--- config.mk ---
export PLATFORM = sky130hd
export DESIGN_NAME = wb_port_arbiter
export DESIGN_NICKNAME = d
export VERILOG_FILES = /design/src/rtl/wb_port_arbiter.sv
export SDC_FILE = /design/constraint.sdc
export NUM_CORES = 1
export LEC_CHECK = 0
export CAP_MARGIN = 10
export CORE_ASPECT_RATIO = 0.75
export CORE_MARGIN = 3
export CORE_UTILIZATION = 50
export CTS_CLUSTER_DIAMETER = 120
export DETAILED_ROUTE_END_ITERATION = 6
export DONT_BUFFER_PORTS = 1
export GPL_ROUTABILITY_DRIVEN = 0
export PLACE_DENSITY_LB_ADDON = 0.08
export SYNTH_ARGS = -nofsm -noshare
export SYNTH_HDL_FRONTEND = slang
export SYNTH_SLANG_ARGS = --single-unit
--- constraint.sdc ---
create_clock -name clk -period 2.35 [get_ports clk]
set_input_delay 0.5875 -clock clk [delete_from_list [all_inputs] [get_ports clk]]
set_output_delay 0.5875 -clock clk [all_outputs]
set_load 0.03 [all_outputs]
--- src/rtl/wb_port_arbiter.sv ---
// wb_port_arbiter: shares the register-file write port between the ALU result path and the
// load-return path. Each source owns a one-entry holding slot. Each cycle the grant logic picks
// one full slot. Registered outputs drive the MemtoReg writeback mux and the write strobe.
// Default policy: loads win whenever both slots are full.
// Optional feature macro: WB_AGE_LIMIT_EN adds a saturating ALU age counter. Once the counter
// reaches AGE_MAX, the ALU wins a contested grant.
module wb_port_arbiter #(
  parameter int unsigned DATA_W  = 32,
  parameter int unsigned ADDR_W  = 5,
  parameter int unsigned AGE_MAX = 3
) (
  input  logic              clk,
  input  logic              rst_n,
  input  logic              alu_valid,
  output logic              alu_ready,
  input  logic [DATA_W-1:0] alu_data,
  input  logic [ADDR_W-1:0] alu_rd,
  input  logic              mem_valid,
  output logic              mem_ready,
  input  logic [DATA_W-1:0] mem_data,
  input  logic [ADDR_W-1:0] mem_rd,
  output logic [DATA_W-1:0] ALUOut,
  output logic [DATA_W-1:0] ReadData,
  output logic              MemtoReg,
  output logic              RegWrite,
  output logic [ADDR_W-1:0] WriteReg,
  output logic              wb_busy
);

  logic              alu_full_q;
  logic [DATA_W-1:0] alu_data_q;
  logic [ADDR_W-1:0] alu_rd_q;
  logic              mem_full_q;
  logic [DATA_W-1:0] mem_data_q;
  logic [ADDR_W-1:0] mem_rd_q;

  logic grant_alu;
  logic grant_mem;
  logic age_hit;
  logic alu_take;
  logic mem_take;

`ifdef WB_AGE_LIMIT_EN
  localparam logic [2:0] AgeMax = 3'(AGE_MAX);

  logic [2:0] age_q;
  logic [2:0] age_d;

  // Age counts cycles the ALU entry waits; it saturates and clears when the ALU is granted.
  always_comb begin
    age_d = age_q;
    if (grant_alu) begin
      age_d = 3'd0;
    end else if (alu_full_q && (age_q != AgeMax)) begin
      age_d = age_q + 3'd1;
    end
  end

  // Age counter register.
  always_ff @(posedge clk or negedge rst_n) begin
    if (!rst_n) begin
      age_q <= 3'd0;
    end else begin
      age_q <= age_d;
    end
  end

  assign age_hit = (age_q == AgeMax);
`else
  // Strict load priority: the ALU never overrides a pending load.
  assign age_hit = 1'b0;
`endif

  // Grant from slot state only; loads win ties unless the ALU has aged out.
  always_comb begin
    grant_mem = mem_full_q & (~alu_full_q | ~age_hit);
    grant_alu = alu_full_q & (~mem_full_q | age_hit);
  end

  // A slot can accept when it is empty or is being drained this cycle; never depends on valid.
  assign alu_ready = ~alu_full_q | grant_alu;
  assign mem_ready = ~mem_full_q | grant_mem;
  assign wb_busy   = alu_full_q | mem_full_q;

  // Beats to r0 are accepted but never occupy a slot.
  assign alu_take = alu_valid & alu_ready & (alu_rd != '0);
  assign mem_take = mem_valid & mem_ready & (mem_rd != '0);

  // Holding slots: load on accept (even while being drained), empty on grant.
  always_ff @(posedge clk or negedge rst_n) begin
    if (!rst_n) begin
      alu_full_q <= 1'b0;
      alu_data_q <= '0;
      alu_rd_q   <= '0;
      mem_full_q <= 1'b0;
      mem_data_q <= '0;
      mem_rd_q   <= '0;
    end else begin
      if (alu_take) begin
        alu_full_q <= 1'b1;
        alu_data_q <= alu_data;
        alu_rd_q   <= alu_rd;
      end else if (grant_alu) begin
        alu_full_q <= 1'b0;
      end
      if (mem_take) begin
        mem_full_q <= 1'b1;
        mem_data_q <= mem_data;
        mem_rd_q   <= mem_rd;
      end else if (grant_mem) begin
        mem_full_q <= 1'b0;
      end
    end
  end

  // Output stage: one-cycle write strobe; the unselected data register keeps its value.
  always_ff @(posedge clk or negedge rst_n) begin
    if (!rst_n) begin
      RegWrite <= 1'b0;
      MemtoReg <= 1'b0;
      WriteReg <= '0;
      ALUOut   <= '0;
      ReadData <= '0;
    end else begin
      RegWrite <= grant_alu | grant_mem;
      if (grant_mem) begin
        MemtoReg <= 1'b1;
        WriteReg <= mem_rd_q;
        ReadData <= mem_data_q;
      end else if (grant_alu) begin
        MemtoReg <= 1'b0;
        WriteReg <= alu_rd_q;
        ALUOut   <= alu_data_q;
      end
    end
  end

endmodule
**Yosys cells after proc, flatten, opt, wreduce, memory -nomap -nowiden**

Cells that the tools add are included.
Widths: inputs -> output; s select.

- Bits in registers: 147
- Bits of input ports: 78
- Output and inout bits: 74
- Logic and storage cells: 31

- Mux-type cells: 6
- Bitwise gates (word level): 9
- Reduce and logical (&&, ||, !) cells: 5

Operator list:

| kind | number |
|---|---|
| $mux 5 | 2 |
| $reduce_bool 5->1 | 2 |
| $and 1x1->1 | 4 |
| $mux 1 | 4 |
| $reduce_bool 2->1 | 2 |
| $or 1x1->1 | 3 |
| $not 1->1 | 2 |
| $reduce_and 2->1 | 1 |

**Longest topological paths before layout**

- Word-level depth: 6
- Depth in mapped cells: 5
- Gate-level depth less buffers: 3

**Least setup slack after synthesis**

No wires, ideal clock.

- Path type: input-to-reg
- From: in mem_rd[1]
- To: reg mem_data_q[10]
- Library setup time: 125 ps
- Arrival time: 1898 ps
- Data required time: 2225 ps
- Setup slack: 327 ps
- Stages: 4
- Path buffers: 1
- Cells stage by stage: or4_4 o21ai_4 buf_6 mux2_2

- Cells in the longest elaborated chain, start to end: 2

Ends and longest elaborated chain:

| element | RTL line | RTL |
|---|---|---|
| start: declaration | 21 | `input logic [ADDR_W-1:0] mem_rd,` |
| $reduce_bool 5->1 | 87 | `assign mem_take = mem_valid & mem_ready & (mem_rd != '0);` |
| $and 1x1->1 | 87 |  |
| end signal: assignment | 108 | `mem_data_q <= mem_data;` |
| end: declaration | 34 | `logic [DATA_W-1:0] mem_data_q;` |

No other way between the ends.
A chain may end at the register's enable or synchronous reset.

**Final worst setup path**

- From: reg alu_full_q
- To: out wb_busy

- Cells in the longest elaborated chain, start to end: 1

Ends and longest elaborated chain:

| element | RTL line | RTL |
|---|---|---|
| start: declaration | 30 | `logic alu_full_q;` |
| start signal: assignment | 92 | `alu_full_q <= 1'b0;` |
| start signal: assignment | 100 | `alu_full_q <= 1'b1;` |
| start signal: assignment | 104 | `alu_full_q <= 1'b0;` |
| $or 1x1->1 | 83 | `assign wb_busy = alu_full_q \| mem_full_q;` |
| end: declaration | 27 | `output logic wb_busy` |

No other way between the ends.

==> metrics <==
Std-Cell Core Area=between 10000 and 15000 µm²; std cell rows=32; critical path arrival=between 1 and 1.5 ns; clk root buf=clkbuf_16; syn avg cell area=around 16 µm²; endpoint required time on the critical path=between 1.5 and 2 ns; Chip Width=127.6 µm; total power density per cell area=1116 nW/µm²; number of routed nets with antenna violations=0; warning count from the yosys run=0; CTS tree=built; via count of the first global-routing pass=between 2000 and 3000; most used flip-flop cell after synthesis=dfrtp_1; Setup violations, final=0; initial antenna violation count=3; number of standard cells after synthesis=about 340; failing checks=negative hold slack; maximum buffer depth of the clock tree=2; largest net degree at the start of global routing=around 150; aggregate routed wire length=between 9000 and 10000 µm; maximum fanout encountered on the critical timing path=9; cell area after technology mapping=roughly 5500 µm²; remaining routing DRC violations=0; first-pass GRT wire length=about 16000 µm; die height=around 100 µm; FMAX=0.5135 GHz; IO Count=between 150 and 200; net count reported at finish=423; syn nets=414; setup TNS=0 ns; fin crit share=slightly above 80%; Tightest Hold Check Type=in2async; register area share after synthesis=66.40%; number of flops mapped to enable cells by yosys=0; Hold Worst Slack=-0.1289 ns; routed length per placed instance=20.22 µm; area growth from synthesis to layout=12.96%; leftover overflow at the end of global routing=0; fraction of layout instances using a drive strength above 1=between 40 and 50%; setup slack at placement=approximately 0.32 ns; clock-pin slew on the worst setup and hold paths=about 0.060 ns; total count of hold-check failures in the final report=roughly 150; worst setup path class=reg2out; endpoint type of the worst setup path=output port; final worst clock skew=0.007108 ns; result of the run=complete, but fails checks; clk_lat worst skew=between 0.4 and 0.5 ns; first-pass detailed-route iteration total=4; number of vias per cell after detailed routing=5.603; min Tclk post-route=slightly below 2 ns; Total Routing Usage GR=17.26%; Finished Core Util=59.43%; minimum setup slack in the final design=0.4025 ns; slew of the pin with the lowest slew margin=approximately 0.53 ns; distinct cell type count after synthesis=23; Max transition margin=64.54%; starting density of the core=around 53%; post-detailed-placement half-perimeter wirelength=between 6000 and 7000 µm; CTS sink count=~150; total of flip-flops plus latches after synthesis=roughly 150; htree depth=4; number of max-cap violations=0; detailed router's first-iteration violation count=around 150; Inserted Diodes=0; number of buffers inserted to repair setup after CTS=0; maximum VDD drop=0.6262 mV; count of input and output buffers=0; CTS buffer count=17; via count=between 2000 and 3000; post-synthesis async set-or-reset flop share=between 90% and 100%; RSZ-0062 raised after global routing=no; leak pwr=2.709 nW; Die ar.=between 10000 and 15000 µm²; Critical Path Source Type=register; final slew viol count=0
[cell usage in the layout (no fill, tap or decap), types with 2 or more instances in the layout]
cell type,synthesis,routed
dfrtp_1,147,146
buf_4,1,7
o21ai_0,7,7
a22o_1,10,10
or2_2,2,2
inv_1,2,2
mux2_2,127,127
clkbuf_8,0,2
clkbuf_16,0,17
clkinv_2,0,3
mux2i_1,5,5
clkinvlp_4,0,2
bufinv_16,0,3
clkbuf_1,3,4
nand2_1,8,8
[state kept, by name (all words and copies together) (netlist names)]
signal,cells
mem_rd_q,5
mem_data_q,32
ALUOut,32
RegWrite,1
grant_mem,1
ReadData,32
alu_data_q,32
MemtoReg,1
WriteReg,5
alu_rd_q,5
alu_full_q,1
[cell type report]
cell class              instances  area, µm²
clock buffers                  23      467.9
repair buffers                  8      72.57
inverters                       2      7.507
fillers                       813       4272
multi-input cells             169       1732
clock inverters                 9      128.9
flip-flops and latches        147       3680
well taps                     136      170.2
[power breakdown]
| part | leakage, nW | internal, mW | switching [mW] |
|---|---|---|---|
| sequential | 1.73 | 2.95 | 0.791 |
| combinational | 0.695 | 0.366 | 0.184 |
| clock | 0.287 | 1.72 | 0.968 |
| total | 2.71 | 5.04 | 1.94 |
[layer usage]
metal / global-route usage (%) / share of wire, % / up-vias
met1: 20.27 / 39 / 1434
met3: 11.10 / 12 / 18
li1: - / - / 1211
met2: 25.27 / 47 / 99
met4: 6.760 / 1.3 / 6
met5: 0 / 0.60 / -
[critical path, cell delays in order, from the launching register on]
cell and delay, ns:
dfrtp_1 0.37, buf_4 0.18, or2_2 0.40
[what timing repair did]
action                                  in CTS  in global routing
gates resized for setup                      0                  0
endpoints found under the setup margin       0                  0
hold endpoints to repair                   147                147
[cell families after synthesis]
kind of cell           count (synthesis)  synth area share [%]
buffers and inverters                 20                 2.349
muxes                                133                 26.92
other                                  1               0.06769
AOI/OAI and AO/OA                     22                 3.071
DFF                                  147                 66.40
and+or+nand+nor                       13                 1.197
[final timing paths]
check	start	end	slack [ns]	depth (start not counted)
max	alu_full_q$_DFFE_PN0P_	wb_busy	0.40	2
min	rst_n	ReadData[11]$_DFFE_PN0P_	-0.13	0
max reg2reg	grant_mem$_DFF_PN0_	alu_data_q[2]$_DFFE_PN0P_	0.68	4
min reg2reg	alu_data_q[6]$_DFFE_PN0P_	ALUOut[6]$_DFFE_PN0P_	0.49	1
max in group asynchronous	rst_n	alu_data_q[19]$_DFFE_PN0P_	2.15	0
min in group clk	mem_rd[2]	mem_rd_q[2]$_DFFE_PN0P_	0.31	1
[per-stage QoR]
| step | instance area (µm²) | std cells | power (mW) |
|---|---|---|---|
| 2_1_floorplan | 5540 | 336 | 4.194 |
| 3_3_place_gp | 5662 | 462 | 4.325 |
| 3_5_place_dp | 5662 | 462 | 4.358 |
| 4_1_cts | 6259 | 494 | 7.073 |
| 5_1_grt | 6259 | 494 | 7.300 |
| 6_report | 6259 | 494 | 6.984 |
[cell usage after synthesis, drive strengths merged (2+ instances only)]
library cell / n / area (µm²)
dfrtp: 147 / 3679
mux2: 128 / 1441
buf: 15 / 111.4
a22o: 10 / 87.58
nand2: 8 / 30.03
o21ai: 8 / 51.30
mux2i: 5 / 50.05
clkbuf: 3 / 11.26
inv: 2 / 7.510
or2: 2 / 12.51
Note: power is estimated with default switching activity, not from simulation.
